## config.mk

```make
export PLATFORM = sky130hd
export DESIGN_NAME = model_trainer_linear_matrix_receiver_flat
export DESIGN_NICKNAME = d
export VERILOG_FILES = /design/src/rtl/model_trainer_linear_matrix_receiver_if.sv /design/src/rtl/model_trainer_linear_matrix_receiver.sv /design/src/flat_wrapper.sv
export SDC_FILE = /design/constraint.sdc
export NUM_CORES = 2
export LEC_CHECK = 0
export CAP_MARGIN = 30
export CELL_PAD_IN_SITES_DETAIL_PLACEMENT = 2
export CELL_PAD_IN_SITES_GLOBAL_PLACEMENT = 2
export CORE_UTILIZATION = 40
export CTS_CLUSTER_SIZE = 8
export DETAILED_ROUTE_END_ITERATION = 8
export PLACE_DENSITY = 0.67
export REMOVE_ABC_BUFFERS = 1
export SETUP_SLACK_MARGIN = 0.15
export SYNTH_ARGS = -nofsm -noshare
export SYNTH_HDL_FRONTEND = slang
export SYNTH_SLANG_ARGS = --single-unit
export TNS_END_PERCENT = 5
```

## constraint.sdc

```tcl
create_clock -name clk -period 5.3 [get_ports clk]
set_input_delay 1.06 -clock clk [delete_from_list [all_inputs] [get_ports clk]]
set_output_delay 1.06 -clock clk [all_outputs]
set_load 0.01 [all_outputs]
```

## src/rtl/model_trainer_linear_matrix_receiver_if.sv

```systemverilog
// Signal bundle for the trainer-linear matrix stream receiver: load handshake, per-element acks and readback.
interface model_trainer_linear_matrix_receiver_if #(
  parameter int DATA_SIZE = 64,
  parameter int I_MAX     = 8,
  parameter int J_MAX     = 8
);
  localparam int IW = (I_MAX > 1) ? $clog2(I_MAX) : 1;
  localparam int JW = (J_MAX > 1) ? $clog2(J_MAX) : 1;

  logic                 start;
  logic                 ready;
  logic                 error;
  logic [DATA_SIZE-1:0] size_i_in;
  logic [DATA_SIZE-1:0] size_j_in;
  logic                 data_in_i_enable;
  logic                 data_in_j_enable;
  logic [DATA_SIZE-1:0] data_in;
  logic                 data_out_i_enable;
  logic                 data_out_j_enable;
  logic [IW-1:0]        rd_i;
  logic [JW-1:0]        rd_j;
  logic [DATA_SIZE-1:0] rd_data;

  modport master (
    output start, size_i_in, size_j_in, data_in_i_enable, data_in_j_enable, data_in, rd_i, rd_j,
    input  ready, error, data_out_i_enable, data_out_j_enable, rd_data
  );

  modport slave (
    input  start, size_i_in, size_j_in, data_in_i_enable, data_in_j_enable, data_in, rd_i, rd_j,
    output ready, error, data_out_i_enable, data_out_j_enable, rd_data
  );
endinterface

```

## src/rtl/model_trainer_linear_matrix_receiver.sv

```systemverilog
// Receives a SIZE_I x SIZE_J matrix row-major into a local buffer, acking each element and
// pulsing ready once the last element lands. Buffer is readable at any time with one cycle latency.
//
// state | meaning
// IDLE  | waiting for start with legal sizes
// LOAD  | accepting elements, counters track next (i,j)
module model_trainer_linear_matrix_receiver #(
  parameter int DATA_SIZE = 64,
  parameter int I_MAX     = 8,
  parameter int J_MAX     = 8
) (
  input logic clk,
  input logic rst_n,
  model_trainer_linear_matrix_receiver_if.slave bus
);
  localparam int IW = (I_MAX > 1) ? $clog2(I_MAX) : 1;
  localparam int JW = (J_MAX > 1) ? $clog2(J_MAX) : 1;

  typedef enum logic {IDLE, LOAD} state_t;

  state_t               state, state_nxt;
  logic [IW-1:0]        cnt_i, last_i;
  logic [JW-1:0]        cnt_j, last_j;
  logic [DATA_SIZE-1:0] mem [I_MAX][J_MAX];

  logic sizes_ok, row_end, rd_hit;
  logic start_ok, start_bad, accept, bad_mark, done;

  // Range check happens at full width so oversized values cannot alias into range after truncation.
  assign sizes_ok = (bus.size_i_in != '0) && (bus.size_i_in <= DATA_SIZE'(I_MAX)) &&
                    (bus.size_j_in != '0) && (bus.size_j_in <= DATA_SIZE'(J_MAX));
  assign row_end  = (cnt_j == last_j);
  assign rd_hit   = (32'(bus.rd_i) < I_MAX) && (32'(bus.rd_j) < J_MAX);

  always_comb begin
    state_nxt = state;
    start_ok  = 1'b0;
    start_bad = 1'b0;
    accept    = 1'b0;
    bad_mark  = 1'b0;
    done      = 1'b0;
    case (state)
      IDLE: begin
        if (bus.start) begin
          if (sizes_ok) begin
            start_ok  = 1'b1;
            state_nxt = LOAD;
          end else begin
            start_bad = 1'b1;
          end
        end
      end
      LOAD: begin
        if (bus.data_in_j_enable) begin
          if (bus.data_in_i_enable == (cnt_j == '0)) begin
            accept = 1'b1;
            if (row_end && (cnt_i == last_i)) begin
              done      = 1'b1;
              state_nxt = IDLE;
            end
          end else begin
            bad_mark = 1'b1;
          end
        end
      end
      default: state_nxt = IDLE;
    endcase
  end

  always_ff @(posedge clk or negedge rst_n) begin
    if (!rst_n) begin
      state                 <= IDLE;
      cnt_i                 <= '0;
      cnt_j                 <= '0;
      last_i                <= '0;
      last_j                <= '0;
      bus.ready             <= 1'b0;
      bus.error             <= 1'b0;
      bus.data_out_i_enable <= 1'b0;
      bus.data_out_j_enable <= 1'b0;
      bus.rd_data           <= '0;
    end else begin
      state                 <= state_nxt;
      bus.ready             <= done;
      bus.data_out_j_enable <= accept;
      bus.data_out_i_enable <= accept && row_end;
      if (start_ok) begin
        last_i    <= IW'(bus.size_i_in - DATA_SIZE'(1));
        last_j    <= JW'(bus.size_j_in - DATA_SIZE'(1));
        cnt_i     <= '0;
        cnt_j     <= '0;
        bus.error <= 1'b0;
      end else if (start_bad || bad_mark) begin
        bus.error <= 1'b1;
      end
      if (accept) begin
        if (row_end) begin
          cnt_j <= '0;
          cnt_i <= done ? '0 : cnt_i + IW'(1);
        end else begin
          cnt_j <= cnt_j + JW'(1);
        end
      end
      bus.rd_data <= rd_hit ? mem[bus.rd_i][bus.rd_j] : '0;
    end
  end

  // Buffer deliberately has no reset so contents survive an abandoned load.
  always_ff @(posedge clk) begin
    if (accept) mem[cnt_i][cnt_j] <= bus.data_in;
  end
endmodule

```

## src/flat_wrapper.sv

```systemverilog
// flat-port wrapper written by rule: the top's interface ports become plain ports
module model_trainer_linear_matrix_receiver_flat 
#(
  parameter int DATA_SIZE = 64,
  parameter int I_MAX     = 8,
  parameter int J_MAX     = 8
)
  (clk, rst_n, bus_start, bus_size_i_in, bus_size_j_in, bus_data_in_i_enable, bus_data_in_j_enable, bus_data_in, bus_rd_i, bus_rd_j, bus_ready, bus_error, bus_data_out_i_enable, bus_data_out_j_enable, bus_rd_data);
  model_trainer_linear_matrix_receiver_if #(.DATA_SIZE(DATA_SIZE), .I_MAX(I_MAX), .J_MAX(J_MAX)) bus_i ();
  input logic clk;
  input logic rst_n;
  input wire logic [$bits(bus_i.start)-1:0] bus_start;
  input wire logic [$bits(bus_i.size_i_in)-1:0] bus_size_i_in;
  input wire logic [$bits(bus_i.size_j_in)-1:0] bus_size_j_in;
  input wire logic [$bits(bus_i.data_in_i_enable)-1:0] bus_data_in_i_enable;
  input wire logic [$bits(bus_i.data_in_j_enable)-1:0] bus_data_in_j_enable;
  input wire logic [$bits(bus_i.data_in)-1:0] bus_data_in;
  input wire logic [$bits(bus_i.rd_i)-1:0] bus_rd_i;
  input wire logic [$bits(bus_i.rd_j)-1:0] bus_rd_j;
  output wire logic [$bits(bus_i.ready)-1:0] bus_ready;
  output wire logic [$bits(bus_i.error)-1:0] bus_error;
  output wire logic [$bits(bus_i.data_out_i_enable)-1:0] bus_data_out_i_enable;
  output wire logic [$bits(bus_i.data_out_j_enable)-1:0] bus_data_out_j_enable;
  output wire logic [$bits(bus_i.rd_data)-1:0] bus_rd_data;
  assign bus_i.start = bus_start;
  assign bus_i.size_i_in = bus_size_i_in;
  assign bus_i.size_j_in = bus_size_j_in;
  assign bus_i.data_in_i_enable = bus_data_in_i_enable;
  assign bus_i.data_in_j_enable = bus_data_in_j_enable;
  assign bus_i.data_in = bus_data_in;
  assign bus_i.rd_i = bus_rd_i;
  assign bus_i.rd_j = bus_rd_j;
  assign bus_ready = bus_i.ready;
  assign bus_error = bus_i.error;
  assign bus_data_out_i_enable = bus_i.data_out_i_enable;
  assign bus_data_out_j_enable = bus_i.data_out_j_enable;
  assign bus_rd_data = bus_i.rd_data;
  model_trainer_linear_matrix_receiver #(.DATA_SIZE(DATA_SIZE), .I_MAX(I_MAX), .J_MAX(J_MAX)) u_core (.clk(clk), .rst_n(rst_n), .bus(bus_i));
endmodule
```

==> summary.md <==
The run finished with clean final reports. The congestion estimate from routability-driven global placement came to 0.775. The HPWL after detailed placement is 310000 µm, and the share of the clock period used by the worst path is 79.6%.

The worst-case hold path end point is u_core.mem[6][255]. Synthesis inferred 4177 register bits. Sorting the synthesized cells by area gives the leading types as sky130_fd_sc_hd__edfxtp_1 78%, sky130_fd_sc_hd__mux4_2 13%, sky130_fd_sc_hd__mux2i_1 1.4%. The number of flops mapped to enable cells by yosys is 4096. The clock root buffer is sky130_fd_sc_hd__clkbuf_16. Global routing consumed, over all layers together, 28.8% of the routing resources. The floorplan has 230 rows.

Worst slack at placement: 0.702 ns. In this run the biggest area consumer among cell types represents 77.9% of the synthesized area. TritonCTS created 594 clock buffers. The number of nets still failing antenna checks after routing came out at 0. The most instantiated library cell after synthesis was sky130_fd_sc_hd__edfxtp_1.

For the clock network latency to the later pin of the worst-skew pair, the log shows 1.11 ns. For the worst setup path, the data arrival time is 4.89 ns. For the post-route DRC violation count, the log shows 0.

Clock skew on the completed layout was measured at 0.0735 ns. The run gives 0.237 GHz as the maximum clock frequency. The type of destination of the critical path is a register. The tools report the reg-to-reg startpoint as u_core.cnt_j[0].

For the worst-case register-to-register setup slack, the log shows 1.08 ns. The setup path with the least slack is of type reg2reg. The analysis attributes to cell leakage a power of 59.4 nW.

The first global-routing pass estimated 790000 µm of wire. The clock passes through at most 4 buffers. The synthesized netlist contains 51 unique library cells. The number of slew-limit violations in the final report was 0; the count of cells resized by post-cts repair was 0. The endpoint identified for the worst register-to-register timing path is u_core.mem[4][505].

The logs give 0.348 mV for the worst-case vdd ir drop and 581000 µm for the total detailed-routing wirelength. The logs give 6 for the number of optimization iterations in the first detailed-route pass and 0 for the leftover overflow at the end of global routing. For this configuration, the core starts out at a cell density of 40.2%. The tightest min-delay check is of the in2reg type.

In this run the most critical hold path is launched from bus_data_in[63]. After layout, the minimum clock period comes to 4.22 ns. The post-route worst setup slack was 1.08 ns; the instance count along the most critical hold path was 1. Setup repair after global routing left no endpoint under its margin. The y dimension of the die is 630 µm. Compared with the post-synthesis result, the final layout area differs by 18.8%. Along the worst path, the maximum fanout reaches 64. Maximum number of pins on one net before global-route repair: 100. At the pin with the least slew margin, the transition time is 1.15 ns. Input and output buffers added on the ports amount to 270. The worst setup path is launched from a register. During I/O placement, the number of pins put on the boundary was 271.

The run gives 92200 as the number of global-route vias before repair. Of all cell types, the one taking the most synthesized area is sky130_fd_sc_hd__edfxtp_1. For the worst flop-to-flop path, the logic depth is 8. The tree built by TritonCTS fans out to 4177 sinks.

The cell area that synthesis handed to floorplanning was 0.158 mm². Max-cap violations in this run came to 0. The width of the die is 630 µm. The total core area is 0.393 mm², and the required time of the critical path is 5.97 ns. For this run, the number of Yosys warnings is 0. Setup violations remaining at the end of the flow were counted as 0. The first routing iteration left 11100 violations.

The logs give 6 for the number of levels in the clock H-tree and 8098 for the final layout net count. The count of endpoints failing hold in the final timing report is 0. Top flip-flop cell by instance count after synthesis: sky130_fd_sc_hd__edfxtp_1. Sorting the synthesized cells by how often they occur yields 4096 x sky130_fd_sc_hd__edfxtp_1, 896 x sky130_fd_sc_hd__mux4_2, 302 x sky130_fd_sc_hd__nor2_1, 279 x sky130_fd_sc_hd__a22oi_1, 216 x sky130_fd_sc_hd__mux2i_1.

The post-synthesis average cell area came out at 22.4 µm². The post-route netlist has 25.9% of its cells at a drive strength greater than 1. The routed layout has 85900 vias.

The post-detailed-route via-to-cell ratio came out at 6.40. The die covers 0.397 mm². The power density over the cells was 407 mW/mm²; the register clock-pin slew on the reported worst setup and hold paths was 0.05 ns. The logs give 7043 for the synthesized instance count and 79.2% for the sequential share of the synthesized area. The share of flip-flops with an asynchronous set or reset after synthesis was 1.94%; the worst slew margin relative to its limit was 23.6%.

The logs give 39 for the number of antenna violations at the first check in global routing and 0.316 ns for the tightest hold margin. For the post-CTS setup buffer count, the log shows 0. TritonCTS built the clock tree. In the final routed layout, each cell accounts on average for 43.2 µm. The tools report the fill cell total of the finished layout as 34500.
## power breakdown
part           switching, mW  leakage, nW  total, mW  internal (mW)
Sequential             0.139         37.8       36.5           36.3
Clock                   15.2         8.16       36.4           21.1
Combinational           2.13         13.4       3.43           1.31
Total                   17.5         59.4       76.3           58.8
## through the flow
step	cells	utilization, %	total power [mW]	cell area (µm²)	setup TNS [ns]
floorplan	6647	-	38.3	156000	-318.06
CTS	13400	47.6	76.6	187000	0
global route	13400	47.8	77.8	188000	0
global placement	12400	43.1	40.3	169000	0
detailed placement	12500	43.3	40.5	170000	0
finish	13400	47.8	76.3	188000	0
## repair_timing
item                                   in CTS  in global routing
endpoints found under the hold margin      16                  0
setup endpoints to repair                   0                  0
hold buffers                                1                  0
## cells in the final DEF, fill, tap and decap left out, types with 46 or more instances in the layout
master and n:
sky130_fd_sc_hd__clkbuf_16 611, sky130_fd_sc_hd__dfrtp_1 81, sky130_fd_sc_hd__edfxtp_1 4096, sky130_fd_sc_hd__mux2i_1 216, sky130_fd_sc_hd__mux2_2 46, sky130_fd_sc_hd__nor3_1 67
sky130_fd_sc_hd__clkdlybuf4s50_1 201, sky130_fd_sc_hd__a22oi_1 279, sky130_fd_sc_hd__clkbuf_1 257, sky130_fd_sc_hd__o22ai_1 85, sky130_fd_sc_hd__nand2_1 49, sky130_fd_sc_hd__buf_4 190
sky130_fd_sc_hd__mux4_2 896, sky130_fd_sc_hd__buf_2 64, sky130_fd_sc_hd__a21boi_1 57, sky130_fd_sc_hd__nor2_1 237, sky130_fd_sc_hd__a22o_1 84, sky130_fd_sc_hd__nand3_1 91
sky130_fd_sc_hd__buf_12 182, sky130_fd_sc_hd__nor2_4 65
## layer usage
metal | GRT usage, % | share of wire, %
met4 | 10.9 | 4.2
met1 | 36.6 | 38
met3 | 5.25 | 8.1
met2 | 49.2 | 50
met5 | 0 | 0.013
## how the worst max path moves through the flow
stage                          startpoint                      to  slack, ns
after floorplan               bus_rd_i[2]  u_core.bus.rd_data[62]      -5.78
after CTS                 u_core.cnt_j[0]      u_core.mem[4][450]       1.06
after global placement        bus_rd_i[2]  u_core.bus.rd_data[56]       0.90
final                     u_core.cnt_j[0]      u_core.mem[4][505]       1.08
after detailed placement      bus_rd_i[2]  u_core.bus.rd_data[56]       0.70
after global routing      u_core.cnt_j[0]      u_core.mem[4][505]       1.01
## layout make-up
type | count | area (µm²) | area share [%]
tap | 5220 | 6530 | 3.48
sequential | 4177 | 125000 | 66.6
antenna | 12 | 30.0 | 0.0160
timing repair buffer | 646 | 7600 | 4.05
multi-input combinational | 2460 | 31400 | 16.7
clock inverter | 45 | 728 | 0.388
inverter | 10 | 37.5 | 0.0200
clock buffer | 868 | 16300 | 8.66
## critical path: stages (launching register included)
cell	delay, ns
sky130_fd_sc_hd__dfrtp_1	0.60
sky130_fd_sc_hd__inv_1	0.22
sky130_fd_sc_hd__ha_1	0.26
sky130_fd_sc_hd__nand2b_1	0.14
sky130_fd_sc_hd__xnor2_1	0.16
sky130_fd_sc_hd__nor3_1	0.67
sky130_fd_sc_hd__nand2_1	0.68
sky130_fd_sc_hd__nor2_4	0.34
sky130_fd_sc_hd__buf_12	0.62
## flip-flops by register name, summed over array words and instances (netlist names)
register,count
u_core.bus.data_out_i_enable,1
u_core.bus.data_out_j_enable,1
u_core.bus.error,1
u_core.bus.rd_data,64
u_core.bus.ready,1
u_core.cnt_i,3
u_core.cnt_j,3
u_core.last_i,3
u_core.last_j,3
u_core.mem,4096
u_core.state,1
## cell families after synthesis
kind of cell | count (synthesis) | share of synthesized area, %
flip-flops | 4177 | 79.2
multiplexers | 1158 | 14.5
AO/OA/AOI/OAI | 692 | 3.28
AND/OR/NAND/NOR | 593 | 1.69
buffers and inverters | 406 | 1.26
XOR/XNOR | 11 | 0.0610
adder cells (fa/ha/maj) | 6 | 0.0475
(Power assumes the default switching activity.)
